### src/rtl/accum_pkg.sv
// Shared types and helpers for the accum_group reducer.
package accum_pkg;

  typedef enum logic {
    S_FIRST,
    S_ACC
  } state_t;

  // Bits needed to hold a beat count of 1..count.
  function automatic int beats_w(input int count);
    return $clog2(count) + 1;
  endfunction

endpackage

### src/rtl/accum_add_sat.sv
// Combinational W-bit unsigned adder; 0 latency, no handshake.
// Wraps modulo 2^W, or clamps to all-ones on carry-out when ACCUM_GROUP_SATURATE_EN is defined.
module accum_add_sat #(
  parameter int W = 18
) (
  input  logic [W-1:0] i_a,
  input  logic [W-1:0] i_b,
  output logic [W-1:0] o_sum
);

`ifdef ACCUM_GROUP_SATURATE_EN
  logic [W:0] w_full;

  assign w_full = {1'b0, i_a} + {1'b0, i_b};
  assign o_sum  = w_full[W] ? {W{1'b1}} : w_full[W-1:0];
`else
  assign o_sum = i_a + i_b;
`endif

endmodule

### src/rtl/accum_group.sv
// Sums groups of up to COUNT beats (early close on i_data_last); sum registered 1 cycle after closing beat.
// Input ready drops while a sum is held and not taken; ACCUM_GROUP_SATURATE_EN selects clamping adds.
module accum_group
  import accum_pkg::*;
#(
  parameter int WIDTH     = 16,
  parameter int COUNT     = 4,
  parameter int SUM_WIDTH = 18
) (
  input  logic                        clk,
  input  logic                        resetn,
  input  logic                        i_data_valid,
  output logic                        o_data_ready,
  input  logic [WIDTH-1:0]            i_data,
  input  logic                        i_data_last,
  output logic                        o_sum_valid,
  input  logic                        i_sum_ready,
  output logic [SUM_WIDTH-1:0]        o_sum,
  output logic [beats_w(COUNT)-1:0]   o_sum_beats
);

  localparam int            BW       = beats_w(COUNT);
  localparam logic [BW-1:0] LAST_CNT = BW'(COUNT - 1);

  state_t               r_state;
  state_t               w_state_nxt;
  logic [SUM_WIDTH-1:0] r_acc;
  logic [SUM_WIDTH-1:0] w_acc_in;
  logic [SUM_WIDTH-1:0] w_beat;
  logic [SUM_WIDTH-1:0] w_add;
  logic [BW-1:0]        r_cnt;
  logic [BW-1:0]        w_cnt_in;
  logic                 w_accept;
  logic                 w_close;

  assign o_data_ready = !(o_sum_valid && !i_sum_ready);
  assign w_accept     = i_data_valid && o_data_ready;

  // S_FIRST treats the held partial as empty regardless of register contents.
  assign w_acc_in = (r_state == S_ACC) ? r_acc : '0;
  assign w_cnt_in = (r_state == S_ACC) ? r_cnt : '0;
  assign w_close  = w_accept && (i_data_last || (w_cnt_in == LAST_CNT));
  assign w_beat   = SUM_WIDTH'(i_data);

  accum_add_sat #(.W(SUM_WIDTH)) u_add (
    .i_a   (w_acc_in),
    .i_b   (w_beat),
    .o_sum (w_add)
  );

  always_ff @(posedge clk) begin
    if (!resetn) r_state <= S_FIRST;
    else         r_state <= w_state_nxt;
  end

  always_comb begin
    w_state_nxt = r_state;
    if (w_close)       w_state_nxt = S_FIRST;
    else if (w_accept) w_state_nxt = S_ACC;
  end

  always_ff @(posedge clk) begin
    if (!resetn) begin
      r_acc <= '0;
      r_cnt <= '0;
    end else if (w_close) begin
      r_acc <= '0;
      r_cnt <= '0;
    end else if (w_accept) begin
      r_acc <= w_add;
      r_cnt <= w_cnt_in + BW'(1);
    end
  end

  // A closing beat is only accepted when the register is empty or being drained.
  always_ff @(posedge clk) begin
    if (!resetn) begin
      o_sum_valid <= 1'b0;
      o_sum       <= '0;
      o_sum_beats <= '0;
    end else if (w_close) begin
      o_sum_valid <= 1'b1;
      o_sum       <= w_add;
      o_sum_beats <= w_cnt_in + BW'(1);
    end else if (i_sum_ready) begin
      o_sum_valid <= 1'b0;
    end
  end

endmodule
### config.mk
export PLATFORM = sky130hd
export DESIGN_NAME = accum_group
export DESIGN_NICKNAME = d
export VERILOG_FILES = /design/src/rtl/accum_pkg.sv /design/src/rtl/accum_add_sat.sv /design/src/rtl/accum_group.sv
export SDC_FILE = /design/constraint.sdc
export NUM_CORES = 1
export LEC_CHECK = 0
export CAP_MARGIN = 0
export CORE_MARGIN = 4
export CORE_UTILIZATION = 57
export DETAILED_ROUTE_END_ITERATION = 6
export PLACE_DENSITY = 0.86
export SYNTH_ARGS = -nofsm -noshare
export SYNTH_HDL_FRONTEND = slang
export SYNTH_SLANG_ARGS = --single-unit
### constraint.sdc
create_clock -name clk -period 7.8 [get_ports clk]
set_input_delay 0.78 -clock clk [delete_from_list [all_inputs] [get_ports clk]]
set_output_delay 0.78 -clock clk [all_outputs]
set_load 0.02 [all_outputs]
==> impl_metrics.py <==
metrics = {
    "finish": {
        "area_delta_synth_final_pct": 19.93,
        "final_cell_mix": "nand2_1 (53), dfxtp_1 (44), clkdlybuf4s50_1 (43)",
        "final_cells": 415,
        "layout-drive-gt1-share_pct": 4.683,
        "final_common_cell": "nand2_1",
        "antenna_cells": 0,
        "final_nets": 403,
    },
    "synth": {
        "async_flop_share_pct": 0,
        "ys_warn_count": 0,
        "synth.avg_cell_area_um2": 7.818,
        "synth_top_area_cell": "dfxtp_1",
        "syn_nets": 370,
        "synth_ff_type": "dfxtp_1",
        "synth-seq-cells": 44,
        "synth.area.top_cells": "dfxtp_1 (34%), ha_1 (8.7%), nand2_1 (7.7%), a21oi_1 (6.2%), and2_1 (4.8%)",
        "synthCells": 330,
        "ys_seq_area_share_pct": 34.14,
        "yosysUniqueCellTypes": 46,
        "synth_edf_count": 0,
        "netlist.area_leader.share_pct": 34.14,
        "netlist_area_um2": 2580,
    },
    "timing": {
        "fin_crit_sh_pct": 45.81,
        "rsz0062_at_grt": "false",
        "setup_slack_ps": 4227,
        "tightest_slew_ps": 1067,
        "drv_slew": 0,
        "finalHoldViolCount": 0,
        "period_minus_slack_ps": 3573,
        "hold_slack_ps": 457.8,
        "fmax_mhz": 279.9,
        "finalSetupViolCount": 0,
        "finClkSkew_ps": 5.649,
        "slew_headroom_pct": 28.83,
        "fin_setup_tns_ps": 0,
    },
    "clocking": {
        "hold_buffers": 0,
        "clk_path_buf_depth": 2,
        "cts_tree": "built",
        "cts_sinks": 44,
        "cts_max_level": 2,
        "cts_resized": 0,
        "post-cts-setup-buffer-count": 0,
        "clock-root-buffer": "clkbuf_8",
        "clk_latency_ps": 290,
        "numCtsBuffers": 5,
        "clk_pin_slew_worst_paths_ps": 80,
    },
    "critical_path": {
        "start_kind": "flop",
        "end_kind": "flop",
        "crit_family": "simple AND/OR/NAND/NOR gates",
        "cp_slowest_cell": "o21ai_2",
        "worst_path_most_repeated_cell": "ha_1",
        "cp_max_fo": 26,
        "required_ps": 8030,
        "path_class": "reg -> reg",
        "slowest_delay_ps": 840,
        "cp.buffers_inverters": 0,
        "arrival_ps": 3810,
        "path_cells": "and2_1 -> ha_1 -> ha_1 -> o21ai_2 -> nand2_1 -> or4_1 -> nand3_1",
    },
    "routing": {
        "drt-total-wl_um": 6351,
        "viasPerCell": 5.918,
        "drt_iter0_markers": 229,
        "ant_nets": 0,
        "drcViolationCount": 0,
        "wire_per_inst_um": 15.30,
        "drt_pass1_iterations": 6,
        "vias": 2456,
    },
    "floorplan": {
        "start_util_pct": 59.25,
        "rows": 24,
        "dieArea_um2": 5666,
        "ioPinCount": 44,
        "dieWidth_um": 75.28,
        "core-area_um2": 4354,
        "die_y_um": 75.28,
    },
    "flow_run": {
        "drv_cap": 0,
    },
    "placement": {
        "io_buffers": 43,
        "placed_cells": 408,
        "routabilityCongestion": 0.8923,
        "dp_hpwl_um": 4623,
        "pre_cts_ws_ps": 4066,
    },
    "worst_hold_path": {
        "hold_class": "reg -> reg",
    },
    "global_routing": {
        "grt_max_degree": 27,
        "grt_pass1_wl_um": 10610,
        "gr-usage-all-layers_pct": 24.16,
        "antenna_found_initial": 0,
        "grt-ovfl-total": 0,
        "grt_pass1_vias": 2271,
    },
    "power_and_ir_drop": {
        "powerDensity_nw_per_um2": 154.9,
        "peakVddDrop_uv": 123.0,
        "leakage_nw": 1.219,
    },
    "status": {
        "status": "finished clean",
    },
}
through the flow:
step                      instance area (um2)  power (mW)  util, %
final                                    3094      0.4792    71.06
after global routing                     3094      0.5039    71.06
after CTS                                3094      0.4837    71.06
after detailed placement                 3013      0.3473    69.20
after global placement                   3013      0.3452    69.20
after floorplan                          2580      0.3101        -
routing by layer:
metal / wire, um / track usage (%) / vias up
met4: 74 / 6.602 / 0
met5: 0 / 0 / -
met2: 3066 / 39.56 / 71
met1: 2876 / 32.54 / 1147
met3: 333 / 4.806 / 7
li1: - / - / 1231
power by group:
group	leakage (nW)	switching, mW	internal (mW)
sequential	0.360	0.00862	0.237
clock	0.0400	0.0760	0.0607
combinational	0.819	0.0553	0.0418
total	1.22	0.140	0.339
flip-flops by register name, indices dropped and copies added (netlist names):
signal and cells:
o_sum_valid 1, r_acc 18, o_sum_beats 3, o_sum 18, r_cnt 3, r_state 1
worst reg2reg max path, stage by stage (launching register included):
cell and delay (ps):
dfxtp_1 570, and2_1 320, ha_1 210, ha_1 200
o21ai_2 840, nand2_1 670, or4_1 640, nand3_1 70
area by class of cell:
type                       count  area, um2
clock buffer                   5      68.82
clock inverter                 2      12.51
fill                         356       1260
inverter                       5      18.77
multi-input combinational    263       1610
sequential                    44      880.8
tap                           52      65.06
timing repair buffer          44      437.9
worst paths after layout:
check | startpoint | depth (start not counted) | endpoint | slack (ps)
worst max-delay path | r_state | 7 | r_acc[10] | 4230
worst min-delay path | r_cnt[1] | 2 | r_cnt[1] | 460
worst max register to register | r_state | 7 | r_acc[10] | 4230
worst min register to register | r_cnt[1] | 2 | r_cnt[1] | 460
cells by family (layout without fill, tap and decap cells):
group                    after synthesis  in the layout  synth area share [%]
AO/OA/AOI/OAI                         78             78                 19.59
XOR/XNOR                               8              8                 2.716
adder cells (fa/ha/maj)               19             19                 9.506
buffers and inverters                 23             56                 3.443
flip-flops                            44             44                 34.14
multiplexers                           2              2                0.7760
AND/OR/NAND/NOR                      156            156                 29.83
synth_stat cells (2+ instances only):
cell type and count:
a31oi_1 2, ha_1 18, dfxtp_1 44, and2_1 20, a211oi_1 10, o21a_1 2
xnor2_1 7, or3_1 4, a21o_1 3, and3_1 3, or4_1 4, o21ai_0 8
nor2_1 24, o21ai_2 3, a21oi_1 32, o211ai_1 3, nand4_1 9, clkbuf_1 16
inv_1 5, nand2_1 53, nor4_1 2, nand3_1 25, nor2b_1 3, o21ai_1 4
buf_2 2, nor3_1 2, mux2i_1 2, nand3b_1 2
No activity file was read; power rests on OpenSTA's default activity.
